$ cat src/rtl/seq_pattern_gen.sv
`default_nettype none
// +----------------------------------------------------------------------------+
// | Module      : seq_pattern_gen                                              |
// | Description : Frame generator for a serial sequence detector. Each frame   |
// |               is a run of W=1 preamble cycles, then the payload MSB first, |
// |               then one GAP cycle that carries the done pulse.              |
// | Revision    : 1.0 - initial release                                        |
// +----------------------------------------------------------------------------+
module seq_pattern_gen #(
  parameter int WIDTH        = 8,
  parameter int PREAMBLE_LEN = 2
) (
  input  logic             clk,
  input  logic             reset,
  input  logic             start,
  input  logic [WIDTH-1:0] data_in,
  output logic             W,
  output logic             _W,
  output logic             W_valid,
  output logic             busy,
  output logic             done
);

  // One counter serves both the preamble and the payload phases, so it has
  // to reach the longer of the two.
  localparam int MAX_CNT = (PREAMBLE_LEN > WIDTH) ? PREAMBLE_LEN : WIDTH;
  localparam int CW      = (MAX_CNT > 1) ? $clog2(MAX_CNT) : 1;

  localparam logic [CW-1:0] C_PRE_LAST  = CW'(PREAMBLE_LEN - 1);
  localparam logic [CW-1:0] C_DATA_LAST = CW'(WIDTH - 1);

  typedef enum logic [1:0] {
    ST_IDLE     = 2'd0,
    ST_PREAMBLE = 2'd1,
    ST_DATA     = 2'd2,
    ST_GAP      = 2'd3
  } state_t;

  state_t           state_q, state_d;
  logic [CW-1:0]    cnt_q,   cnt_d;
  logic [WIDTH-1:0] shreg_q, shreg_d;

  // State, counter and payload shift register; reset wins over everything.
  always_ff @(posedge clk) begin
    if (reset) begin
      state_q <= ST_IDLE;
      cnt_q   <= '0;
      shreg_q <= '0;
    end else begin
      state_q <= state_d;
      cnt_q   <= cnt_d;
      shreg_q <= shreg_d;
    end
  end

  // Next-state logic: start is only looked at in IDLE, and the counter is
  // cleared on every state change so each phase counts from zero.
  always_comb begin
    state_d = state_q;
    cnt_d   = cnt_q;
    shreg_d = shreg_q;
    case (state_q)
      ST_IDLE: begin
        cnt_d = '0;
        if (start) begin
          shreg_d = data_in;
          state_d = ST_PREAMBLE;
        end
      end
      ST_PREAMBLE: begin
        if (cnt_q == C_PRE_LAST) begin
          cnt_d   = '0;
          state_d = ST_DATA;
        end else begin
          cnt_d = cnt_q + 1'b1;
        end
      end
      ST_DATA: begin
        shreg_d = shreg_q << 1;
        if (cnt_q == C_DATA_LAST) begin
          cnt_d   = '0;
          state_d = ST_GAP;
        end else begin
          cnt_d = cnt_q + 1'b1;
        end
      end
      ST_GAP: begin
        cnt_d   = '0;
        state_d = ST_IDLE;
      end
      default: begin
        cnt_d   = '0;
        state_d = ST_IDLE;
      end
    endcase
  end

  // Moore outputs decoded purely from registered state.
  always_comb begin
    W       = 1'b0;
    W_valid = 1'b0;
    busy    = 1'b0;
    done    = 1'b0;
    case (state_q)
      ST_PREAMBLE: begin
        W       = 1'b1;
        W_valid = 1'b1;
        busy    = 1'b1;
      end
      ST_DATA: begin
        W       = shreg_q[WIDTH-1];
        W_valid = 1'b1;
        busy    = 1'b1;
      end
      ST_GAP: begin
        busy = 1'b1;
        done = 1'b1;
      end
      default: begin
        W       = 1'b0;
        W_valid = 1'b0;
        busy    = 1'b0;
        done    = 1'b0;
      end
    endcase
  end

  assign _W = ~W;

endmodule
`default_nettype wire

$ cat config.mk
export PLATFORM = sky130hd
export DESIGN_NAME = seq_pattern_gen
export DESIGN_NICKNAME = d
export VERILOG_FILES = /design/src/rtl/seq_pattern_gen.sv
export SDC_FILE = /design/constraint.sdc
export NUM_CORES = 1
export LEC_CHECK = 0
export CAP_MARGIN = 20
export CORE_MARGIN = 2
export CORE_UTILIZATION = 51
export CTS_BUF_LIST = sky130_fd_sc_hd__clkbuf_2
export CTS_CLUSTER_SIZE = 16
export DETAILED_ROUTE_END_ITERATION = 8
export MAX_ROUTING_LAYER = met4
export PLACE_DENSITY = 0.91
export SETUP_SLACK_MARGIN = 0.02
export SLEW_MARGIN = 20
export SYNTH_ARGS = -nofsm -noshare
export SYNTH_HDL_FRONTEND = slang
export SYNTH_SLANG_ARGS = --single-unit
$ cat constraint.sdc
create_clock -name clk -period 1.92 [get_ports clk]
set_clock_uncertainty 0.15 [all_clocks]
set_input_delay 0.288 -clock clk [delete_from_list [all_inputs] [get_ports clk]]
set_output_delay 0.288 -clock clk [all_outputs]
set_load 0.01 [all_outputs]
Word level (Yosys, flattened, before mapping)

Index checks and enable logic that the tools add are counted.

Register bits after elaboration: 13
Logic and storage cells: 33
Output and inout port bits: 5
Input bits: 11

Multiplexer cells: 13
Bitwise logic cells: 1
Reductions and logical operators: 7
Equal/unequal tests: 8
Add/sub/neg operators: 1

Operator list:

| kind                  | number |
|---|---|
| $pmux W8 S2           | 1 |
| $pmux W3 S3           | 1 |
| $mux W8               | 1 |
| $pmux W2 S4           | 1 |
| $mux W2               | 3 |
| $mux W3               | 2 |
| $ne A2 B2 Y1 const B  | 3 |
| $eq A2 B2 Y1 const B  | 2 |
| $reduce_or A2 Y1      | 2 |
| $add A3 B1 Y3 const B | 1 |
| $eq A3 B1 Y1 const B  | 1 |
| $eq A3 B3 Y1 const B  | 1 |
| $mux W1               | 3 |
| $reduce_and A3 Y1     | 1 |
| $reduce_or A3 Y1      | 1 |
| $eq A2 B1 Y1 const B  | 1 |
| $logic_not A2 Y1      | 1 |
| $pmux W1 S2           | 1 |
| $reduce_and A2 Y1     | 1 |
| $reduce_bool A2 Y1    | 1 |
| $not A1 Y1            | 1 |

Logic depth before layout (Yosys ltp)

Word-level depth: 3
Mapped depth: 6
Mapped depth without buffers: 5

Worst setup path after synthesis

OpenSTA, ideal clock, no wires.

Kind: reg2out
Start: register state_q[0]
End: output W
Cell stages (with the launch flop): 7
Slack: 258 ps
Data required time: 1482 ps
Path buffers: 1
Arrival time: 1224 ps
Cell sequence: dfxtp_1 -> inv_1 -> ha_1 -> buf_2 -> a21o_1 -> nand2_1 -> inv_2

Longest elaborated chain between the ends: 2

Ends and longest elaborated chain:

| item                                         | RTL line | text |
|---|---|---|
| from (decl)                                  | 39       | `state_t state_q, state_d;` |
| from (signal assigned)                       | 50       | `state_q <= state_d;` |
| $eq A2 B2 Y1 or $eq A2 B1 Y1 (tied branches) | 104      | `case (state_q)` |
| $pmux W1 S2 *                                | 104      |  |
| to (decl)                                    | 17       | `output logic W,` |

Every way passes the cells marked *; elsewhere a longest branch is shown, timed or not.

Worst setup path in the final report

Start: register state_q[1]
End: output W

The elaborated chain is that of the path after synthesis.

==> impl_metrics.csv <==
group,metric,value,unit
outcome,status,"completed",
route,drc,0,
layout,final_util,72.05,%
sta,max_freq,574.3,MHz
global_routing,first_global_vias,610,
synthesis,yosysSeqAreaShare,34.61,%
layout,antenna_cells,0,
placement,dp.final_hpwl,964.6,um
setup_path,worst-path-max-fanout,3,
hold_path,min_path_type,"flip-flop to flip-flop",
layout,fill_cells,105,
power,p_leak,0.4343,nW
die,io_pins,16,
layout,seq_area,262.8,um^2
synthesis,avgSynthCellArea,10.44,um^2
route,antenna_left,0,
clock_tree,clk_latency,0.27,ns
clock_tree,clk_path_buf_depth,2,
sta,worst_slew_pin_slew,0.2835,ns
sta,fin_crit,1.741,ns
die,die_area,0.001798,mm^2
synthesis,synthesis.nets,91,
synthesis,ys_ff_latch,13,
synthesis,yosys.area_share.simple,11.48,%
layout,syn_to_final_growth,27.79,%
layout,drive_gt1_share,34.41,%
setup_path,cp-start-kind,"flip-flop",
setup_path,worstSetupPathType,"flip-flop to output pin",
route,drt_iter0_drc,6,
route,wl_per_cell,13.15,um
sta,setup_viol,0,
route,num_vias,567,
synthesis,synth.area.mux_share,15.31,%
setup_path,crit_required,1.48,ns
clock_tree,cts.sinks,13,
power,powerDensity,1403,mW/mm^2
global_routing,grt_usage,18.55,%
synthesis,ys_warn_count,0,
hold_path,min_from,"cnt_q[0]$_SDFF_PP0_",
setup_path,reg2reg_from,"state_q[1]$_SDFFE_PP0P_",
sta,slew-limit-headroom,81.10,%
synthesis,synth_adder_area_share,13.31,%
layout,multi_input_area,455.4,um^2
route,drt-vias-per-instance,5.250,
clock_tree,cts_tree,"built",
global_routing,grt_pass1_wl,2442,um
layout,nNetsFinal,113,
route,routed.top_layer,"met4",
synthesis,syn_area,752.0,um^2
global_routing,antenna_found_initial,0,
global_routing,grt_max_degree,16,
synthesis,synth_top_family_by_area,"compound AO/OA/AOI/OAI gates",
sta,finalCritPeriodShare,90.69,%
die,die_h,42.40,um
power,ir_drop,0.0009663,V
setup_path,worstSetupStartpoint,"state_q[1]$_SDFFE_PP0P_",
placement,post_dp_cell_area,905.9,um^2
die,die_w,42.40,um
die,std_cell_rows,13,
layout,final_cell_area,960.9,um^2
sta,rsz0062_at_grt,"no",
route,wl_met1,560,um
die,core_area,0.001334,mm^2
power,total_power,1.348,mW
run,maxCapViolCount,0,
setup_path,endpoint_kind,"output pin",
synthesis,synth_compound_area_share,17.80,%
synthesis,synthCells,72,
route,drt_pre_antenna_iters,4,
die,initial_core_util,56.38,%
synthesis,synthXorXnorAreaFrac,0,%
clock_tree,cts_buffers,3,
setup_path,critical_path_arrival,1.30,ns
placement,io_buffers,15,
sta,slew_viol_final,0,
clock_tree,postCtsHoldBufs,0,
route,wl_met2,763,um
placement,gp_congestion,0.7046,
clock_tree,cts-root-buf,"clkbuf_2",
route,wl_met3,76,um
global_routing,grt.overflow.total,0,
clock_tree,h-tree-depth,1,
route,wl,1420,um
sta,hold_viol,0,
clock_tree,clk_pin_slew,0.11,ns
synthesis,yosysUniqueCellTypes,20,
[synthesized netlist by cell type]
master / n / share of area (%)
a211oi_2: 7 / 12
a21o_1: 1 / 1.0
a221oi_2: 1 / 2.0
buf_12: 1 / 2.7
buf_2: 2 / 1.3
dfxtp_1: 13 / 35
ha_1: 8 / 13
inv_1: 5 / 2.5
inv_2: 2 / 1.0
mux2_4: 1 / 2.0
mux2i_1: 10 / 13
nand2_1: 4 / 2.0
nand2b_1: 1 / 0.83
nand3b_1: 1 / 1.0
nor2_1: 7 / 3.5
nor2_2: 3 / 2.5
nor2b_1: 2 / 1.7
o2111a_1: 1 / 1.5
o211ai_1: 1 / 1.0
o21ai_1: 1 / 0.66
[cell families after synthesis]
| family | Yosys count |
|---|---|
| and+or+nand+nor | 18 |
| DFF | 13 |
| AOI/OAI and AO/OA | 12 |
| muxes | 11 |
| buffers and inverters | 10 |
| adders and majority gates | 8 |
[registers in the layout, indices dropped and copies added (netlist names)]
name / flops
shreg_q: 8
cnt_q: 3
state_q: 2
[critical path, stage by stage (launching register included)]
cell and delay (ns):
dfxtp_2 0.34, buf_4 0.13, ha_2 0.17, a21o_1 0.18
nand2_2 0.07, inv_2 0.03, clkbuf_2 0.11
[layer usage]
| layer | global-route usage [%] | vias to the layer above |
|---|---|---|
| met3 | 5.172 | 4 |
| met2 | 33.54 | 14 |
| li1 | - | 290 |
| met5 | - | - |
| met4 | 7.500 | 0 |
| met1 | 18.54 | 259 |
[worst paths after layout]
path,slack (ns),cells past startpoint,endpoint
max reg2reg,0.20,6,state_q[0]$_SDFFE_PP0P_
max,0.18,6,W
min reg2reg,0.32,1,cnt_q[0]$_SDFF_PP0_
min,0.32,1,cnt_q[0]$_SDFF_PP0_
[power breakdown]
part | leakage (nW) | internal, mW | total (mW) | switching [mW]
clock network | 0.0166 | 0.0553 | 0.143 | 0.0877
logic | 0.310 | 0.384 | 0.779 | 0.395
registers | 0.108 | 0.366 | 0.426 | 0.0607
[placed cells by master, fill, tap and decap left out, drive strengths merged, types with 2 or more instances in the layout]
master	count
dfxtp	13
mux2i	10
clkdlybuf4s50	10
nor2	10
ha	8
a211oi	7
inv	7
clkbuf	6
buf	5
nand2	4
nor2b	2
dlygate4sd2	2
[through the flow]
stage	hold slack, ns	setup WS [ns]	instances	setup TNS [ns]
6_report	0.3183	0.1788	108	0
4_1_cts	0.3237	0.02162	107	0
3_3_place_gp	0.2812	0.04270	101	0
2_1_floorplan	0.2715	0.2581	72	0
5_1_grt	0.3440	0.09360	108	0
3_5_place_dp	0.3005	-0.02965	101	-0.02965
[area by class of cell]
type / instances / area share [%]
clock buffers: 4 / 2.083
inverters: 7 / 2.734
multi-input cells: 49 / 47.40
flip-flops and latches: 13 / 27.34
well taps: 15 / 1.953
repair buffers: 20 / 18.49
[what timing repair did]
item,in CTS,in global routing
setup buffers,2,1
resized for setup,11,5
endpoints found under the setup margin,4,3
pin swaps,1,0
No activity file was read; power rests on OpenSTA's default activity.
